### config.mk
export PLATFORM = sky130hd
export DESIGN_NAME = pipeline_stall_ctrl_flat
export DESIGN_NICKNAME = d
export VERILOG_FILES = /design/src/rtl/pipeline_stall_ctrl_if.sv /design/src/rtl/pipeline_stall_ctrl.sv /design/src/flat_wrapper.sv
export SDC_FILE = /design/constraint.sdc
export NUM_CORES = 1
export LEC_CHECK = 0
export BUFFER_PORTS_ARGS = -buffer_cell sky130_fd_sc_hd__buf_2
export CAP_MARGIN = 10
export CORE_MARGIN = 2
export CORE_UTILIZATION = 48
export DETAILED_ROUTE_END_ITERATION = 16
export GPL_TIMING_DRIVEN = 0
export PLACE_DENSITY = 0.82
export SETUP_SLACK_MARGIN = 0.4
export SLEW_MARGIN = 20
export SYNTH_ARGS = -nofsm -noshare
export SYNTH_HDL_FRONTEND = slang
export SYNTH_SLANG_ARGS = --single-unit
### constraint.sdc
create_clock -name clk -period 3.87 [get_ports clk]
set_input_delay 0 -clock clk [delete_from_list [all_inputs] [get_ports clk]]
set_output_delay 0 -clock clk [all_outputs]
set_load 0.05 [all_outputs]
### src/rtl/pipeline_stall_ctrl_if.sv
// Stall/flush control bundle between the hazard/memory sources and the pipeline
// registers. master = stall controller, slave = pipeline datapath side.
interface pipeline_stall_ctrl_if #(
    parameter int CNT_W = 16
);
    logic             load_use_hz;
    logic             branch_taken_ex;
    logic             md_start_ex;
    logic             md_use_id;
    logic             mem_access_mem;
    logic             dmem_ready;
    logic             pc_write;
    logic             if_id_write;
    logic             id_ex_write;
    logic             ex_mem_write;
    logic             if_id_flush;
    logic             id_ex_flush;
    logic             mem_wb_flush;
    logic             md_busy;
    logic             md_done;
    logic [CNT_W-1:0] stall_cycles;

    modport master (
        input  load_use_hz, branch_taken_ex, md_start_ex, md_use_id,
               mem_access_mem, dmem_ready,
        output pc_write, if_id_write, id_ex_write, ex_mem_write,
               if_id_flush, id_ex_flush, mem_wb_flush,
               md_busy, md_done, stall_cycles
    );

    modport slave (
        output load_use_hz, branch_taken_ex, md_start_ex, md_use_id,
               mem_access_mem, dmem_ready,
        input  pc_write, if_id_write, id_ex_write, ex_mem_write,
               if_id_flush, id_ex_flush, mem_wb_flush,
               md_busy, md_done, stall_cycles
    );
endinterface

### src/rtl/pipeline_stall_ctrl.sv
// Stall/flush sequencer for the 5-stage MIPS pipeline with mult/div interlock FSM.
// Define STALL_STATS_EN to build the saturating stall_cycles counter; otherwise it reads 0.
module pipeline_stall_ctrl #(
    parameter int MD_LAT = 32,
    parameter int CNT_W  = 16
) (
    input logic                   clk,
    input logic                   rst,
    pipeline_stall_ctrl_if.master bus
);
    typedef enum logic [1:0] {RUN, MD_BUSY, MD_DONE} mdState_t;

    localparam logic [7:0] MD_LOAD = 8'(MD_LAT - 1);

    mdState_t   mdState, mdStateNext;
    logic [7:0] mdCnt, mdCntNext;
    logic       mdBusy, mdAccept, freeze, stallReq;
    logic       pcWrite, ifIdWrite, idExWrite, exMemWrite;
    logic       ifIdFlush, idExFlush, memWbFlush;

    always_ff @(posedge clk) begin
        if (rst) mdState <= RUN;
        else     mdState <= mdStateNext;
    end

    always_ff @(posedge clk) begin
        mdCnt <= mdCntNext;
    end

    // Stage enables/flushes: memory freeze outranks branch, branch outranks stalls.
    always_comb begin
        pcWrite    = 1'b1;
        ifIdWrite  = 1'b1;
        idExWrite  = 1'b1;
        exMemWrite = 1'b1;
        ifIdFlush  = 1'b0;
        idExFlush  = 1'b0;
        memWbFlush = 1'b0;
        mdBusy     = (mdState != RUN);
        freeze     = bus.mem_access_mem & ~bus.dmem_ready;
        stallReq   = bus.load_use_hz | (mdBusy & bus.md_use_id);
        if (rst) begin
            pcWrite    = 1'b0;
            ifIdWrite  = 1'b0;
            idExWrite  = 1'b0;
            exMemWrite = 1'b0;
            ifIdFlush  = 1'b1;
            idExFlush  = 1'b1;
            memWbFlush = 1'b1;
        end else if (freeze) begin
            pcWrite    = 1'b0;
            ifIdWrite  = 1'b0;
            idExWrite  = 1'b0;
            exMemWrite = 1'b0;
            memWbFlush = 1'b1;
        end else if (bus.branch_taken_ex) begin
            ifIdFlush  = 1'b1;
            idExFlush  = 1'b1;
        end else if (stallReq) begin
            pcWrite    = 1'b0;
            ifIdWrite  = 1'b0;
            idExFlush  = 1'b1;
        end
    end

    // Mult/div tracker: the countdown keeps running through memory freezes.
    always_comb begin
        mdStateNext = mdState;
        mdCntNext   = mdCnt;
        mdAccept    = exMemWrite & ~bus.branch_taken_ex & bus.md_start_ex & (mdState == RUN);
        case (mdState)
            RUN: begin
                if (mdAccept) begin
                    mdStateNext = MD_BUSY;
                    mdCntNext   = MD_LOAD;
                end
            end
            MD_BUSY: begin
                if (mdCnt == 8'd0) mdStateNext = MD_DONE;
                else               mdCntNext   = mdCnt - 8'd1;
            end
            MD_DONE: mdStateNext = RUN;
            default: mdStateNext = RUN;
        endcase
    end

    assign bus.pc_write     = pcWrite;
    assign bus.if_id_write  = ifIdWrite;
    assign bus.id_ex_write  = idExWrite;
    assign bus.ex_mem_write = exMemWrite;
    assign bus.if_id_flush  = ifIdFlush;
    assign bus.id_ex_flush  = idExFlush;
    assign bus.mem_wb_flush = memWbFlush;
    assign bus.md_busy      = ~rst & mdBusy;
    assign bus.md_done      = ~rst & (mdState == MD_DONE);

`ifdef STALL_STATS_EN
    logic [CNT_W-1:0] stallCnt;

    function automatic logic [CNT_W-1:0] satInc(input logic [CNT_W-1:0] v);
        return (&v) ? v : v + CNT_W'(1);
    endfunction

    always_ff @(posedge clk) begin
        if (rst)           stallCnt <= '0;
        else if (!pcWrite) stallCnt <= satInc(stallCnt);
    end

    assign bus.stall_cycles = rst ? '0 : stallCnt;
`else
    assign bus.stall_cycles = '0;
`endif

endmodule

### src/flat_wrapper.sv
// flat-port wrapper written by rule: the top's interface ports become plain ports
module pipeline_stall_ctrl_flat 
#(
    parameter int MD_LAT = 32,
    parameter int CNT_W  = 16
)
  (clk, rst, bus_load_use_hz, bus_branch_taken_ex, bus_md_start_ex, bus_md_use_id, bus_mem_access_mem, bus_dmem_ready, bus_pc_write, bus_if_id_write, bus_id_ex_write, bus_ex_mem_write, bus_if_id_flush, bus_id_ex_flush, bus_mem_wb_flush, bus_md_busy, bus_md_done, bus_stall_cycles);
  pipeline_stall_ctrl_if #(.CNT_W(CNT_W)) bus_i ();
  input logic clk;
  input logic rst;
  input wire logic [$bits(bus_i.load_use_hz)-1:0] bus_load_use_hz;
  input wire logic [$bits(bus_i.branch_taken_ex)-1:0] bus_branch_taken_ex;
  input wire logic [$bits(bus_i.md_start_ex)-1:0] bus_md_start_ex;
  input wire logic [$bits(bus_i.md_use_id)-1:0] bus_md_use_id;
  input wire logic [$bits(bus_i.mem_access_mem)-1:0] bus_mem_access_mem;
  input wire logic [$bits(bus_i.dmem_ready)-1:0] bus_dmem_ready;
  output wire logic [$bits(bus_i.pc_write)-1:0] bus_pc_write;
  output wire logic [$bits(bus_i.if_id_write)-1:0] bus_if_id_write;
  output wire logic [$bits(bus_i.id_ex_write)-1:0] bus_id_ex_write;
  output wire logic [$bits(bus_i.ex_mem_write)-1:0] bus_ex_mem_write;
  output wire logic [$bits(bus_i.if_id_flush)-1:0] bus_if_id_flush;
  output wire logic [$bits(bus_i.id_ex_flush)-1:0] bus_id_ex_flush;
  output wire logic [$bits(bus_i.mem_wb_flush)-1:0] bus_mem_wb_flush;
  output wire logic [$bits(bus_i.md_busy)-1:0] bus_md_busy;
  output wire logic [$bits(bus_i.md_done)-1:0] bus_md_done;
  output wire logic [$bits(bus_i.stall_cycles)-1:0] bus_stall_cycles;
  assign bus_i.load_use_hz = bus_load_use_hz;
  assign bus_i.branch_taken_ex = bus_branch_taken_ex;
  assign bus_i.md_start_ex = bus_md_start_ex;
  assign bus_i.md_use_id = bus_md_use_id;
  assign bus_i.mem_access_mem = bus_mem_access_mem;
  assign bus_i.dmem_ready = bus_dmem_ready;
  assign bus_pc_write = bus_i.pc_write;
  assign bus_if_id_write = bus_i.if_id_write;
  assign bus_id_ex_write = bus_i.id_ex_write;
  assign bus_ex_mem_write = bus_i.ex_mem_write;
  assign bus_if_id_flush = bus_i.if_id_flush;
  assign bus_id_ex_flush = bus_i.id_ex_flush;
  assign bus_mem_wb_flush = bus_i.mem_wb_flush;
  assign bus_md_busy = bus_i.md_busy;
  assign bus_md_done = bus_i.md_done;
  assign bus_stall_cycles = bus_i.stall_cycles;
  pipeline_stall_ctrl #(.MD_LAT(MD_LAT), .CNT_W(CNT_W)) u_core (.clk(clk), .rst(rst), .bus(bus_i));
endmodule
==> results.py <==
metrics = {
    "power_and_ir_drop": {
        "power_density_nw_per_um2": 329,
        "cellLeakagePower_uw": 0.000427,
        "power.total_uw": 301,
        "peakVddDrop_uv": 198,
    },
    "layout": {
        "design_area_um2": 916,
        "drive_gt1_frac": 0.354,
        "antenna_cells": 0,
        "area_delta_synth_final_pct": 26.6,
        "final_nets": 124,
    },
    "sta": {
        "slew_headroom": 0.510,
        "setup-tns-final_ns": 0,
        "hold_ws_ns": 0.0825,
        "maxSlewViolCount": 0,
        "finalCriticalPeriod_ns": 2.08,
        "finClkSkew_ns": 0.00795,
        "setup-violations-final": 0,
        "rsz0062_at_grt": "no",
        "final.period_utilization": 0.537,
        "fmax_mhz": 481,
        "timing_hold_violations_final": 0,
        "worstMarginPinSlew_ns": 0.730,
    },
    "logic_synthesis": {
        "synth-edff-count": 8,
        "synth_xor_area_frac": 0.0242,
        "yosysUniqueCellTypes": 28,
        "ys.flop_type": "edfxtp_1",
        "ys_ff_latch": 10,
        "synth_top_area_frac": 0.332,
        "synthesis.instances": 77,
        "synth_area_leader_cell": "edfxtp_1",
        "async_reset_ff_frac": 0,
        "yosys_warnings": 0,
        "synth_mux_area_frac": 0,
        "avgSynthCellArea_um2": 9.39,
        "synth_area_um2": 723,
        "synthSimpleGateAreaFrac": 0.213,
        "synthTopCellsByArea": "edfxtp_1 (33%), buf_4 (19%), dfxtp_1 (5.5%)",
        "ys_seq_area_frac": 0.388,
        "synth_fa_ha_area_frac": 0.0346,
        "synth_top_family_by_area": "buffers and inverters",
        "synth_compound_area_frac": 0.118,
    },
    "clock_network": {
        "cts.sinks": 10,
        "cts_root_buf": "clkbuf_4",
        "cts.htree.levels": 1,
        "clkLatencyLatePin_ns": 0.27,
        "cts_tree": "yes",
        "cts_buffers": 3,
        "post-cts-setup-buffers": 0,
        "cts_buffer_depth": 2,
        "clkTransAtPathRegs_ns": 0.07,
    },
    "setup_path": {
        "cp_cell_sequence": "or4_4, nor4b_2, o21ai_1",
        "crit_path_max_fanout": 8,
        "slowest_stage": "or4_4",
        "max_stage_delay_ns": 0.58,
        "cp-start-kind": "register",
        "worstSetupPathType": "register to register",
        "crit_path_end_kind": "register",
        "required_ns": 3.81,
        "cp_data_arrival_time_ns": 2.02,
    },
    "route": {
        "vias_per_cell": 4.64,
        "drt_iter0_drc": 7,
        "drt_drc_violations_left": 0,
        "antenna_left": 0,
        "vias": 599,
        "dr.pass1.iters": 4,
        "wl_um": 1410,
        "wl_per_cell_um": 10.9,
    },
    "global_route": {
        "grt.total_usage": 0.169,
        "grt_pass1_wl_um": 2160,
        "grt.met1_usage": 0.177,
        "grt_antenna_before_repair": 0,
        "met3_usage": 0.0638,
        "grt_max_degree": 9,
        "grt_remaining_overflow": 0,
        "busiest_layer": "met2",
        "globalRouteMet2Util": 0.288,
        "grt_pass1_vias": 503,
    },
    "floorplan": {
        "fp.coreArea_um2": 1450,
        "die_area_um2": 1830,
        "rows": 14,
        "initial_core_util": 0.497,
        "die_h_um": 42.8,
        "die_x_um": 42.8,
        "ios": 33,
    },
    "place": {
        "dpl_cell_area_um2": 880,
        "dpl.hpwl_um": 1070,
        "finalWeightedCongestion": 0.715,
        "port_buffers": 16,
    },
    "run_status": {
        "outcome": "completed",
    },
    "hold_path": {
        "hold_class": "input port to register",
    },
    "job": {
        "cap_viol_max_count": 0,
    },
}
critical path: cells and delay by family (launching register included):
kind	cells	cell delay, ns
AO/OA/AOI/OAI	1	0.32
flip-flops	1	0.47
AND/OR/NAND/NOR	2	0.95
layer usage:
layer	part of all wire	vias to the layer above
met3	0.071	2
met2	0.53	24
met4	0.014	0
li1	-	306
met1	0.39	267
met5	0	-
cell usage in the layout, fill, tap and decap left out, drive strengths merged, types with 3 or more instances in the layout:
master,count
buf,34
or3,3
nor2b,3
inv,5
o21ai,3
edfxtp,8
o31ai,3
clkbuf,5
nor2,4
conb,16
nand2b,3
nand2,4
registers in the layout, summed over array words and instances, names as in the netlist:
name            flops
u_core.mdCnt        8
u_core.mdState      2
through the flow:
step                      instances  utilization  setup slack [ns]
after global placement          124        0.605              1.74
after global routing            129        0.630              1.75
after floorplan                  92            -              1.95
after CTS                       129        0.630              1.62
after detailed placement        124        0.605              1.63
final                           129        0.630              1.79
cells in the mapped netlist (2+ instances only):
cell / count
nand2b_1: 3
inv_1: 5
edfxtp_1: 8
buf_4: 18
nor2_1: 4
ha_1: 2
o31ai_1: 3
nor3b_1: 2
o21a_1: 2
nor2b_1: 3
o21ai_0: 3
nand2_1: 4
dfxtp_1: 2
xnor2_1: 2
or3_1: 2
a21oi_1: 2
path summary, 6_finish.rpt:
check                      start                end  slack [ns]  cells after the start
max              u_core.mdCnt[2]    u_core.mdCnt[3]        1.79                      3
min          bus_branch_taken_ex  u_core.mdState[0]        0.08                      4
max reg2reg      u_core.mdCnt[2]    u_core.mdCnt[3]        1.79                      3
min reg2reg      u_core.mdCnt[0]    u_core.mdCnt[0]        0.63                      1
where the power goes:
| part | internal (uW) | switching [uW] |
|---|---|---|
| Sequential | 121 | 3.96 |
| Clock | 39.9 | 38.0 |
| Combinational | 26.4 | 71.5 |
final cells by class:
class                           instances  area (um2)
Tap cell                               16        20.0
Timing Repair Buffer                   17        90.1
Sequential cell                        10         280
Multi-Input combinational cell         58         342
Buffer                                 19         139
Clock buffer                            4        26.3
Inverter                                5        18.8
Fill cell                             136         538
cells by family after synthesis:
| kind of cell | after synthesis |
|---|---|
| compound gates | 13 |
| simple gates | 25 |
| xor+xnor | 2 |
| buf+inv | 24 |
| fa+ha+maj | 2 |
| flops | 10 |
| other cells | 1 |
repair_timing:
action	CTS	global route
endpoints found under the hold margin	1	0
endpoints found under the setup margin	0	0
hold buffers	1	0
resized for setup	0	0
(Power assumes the default switching activity.)
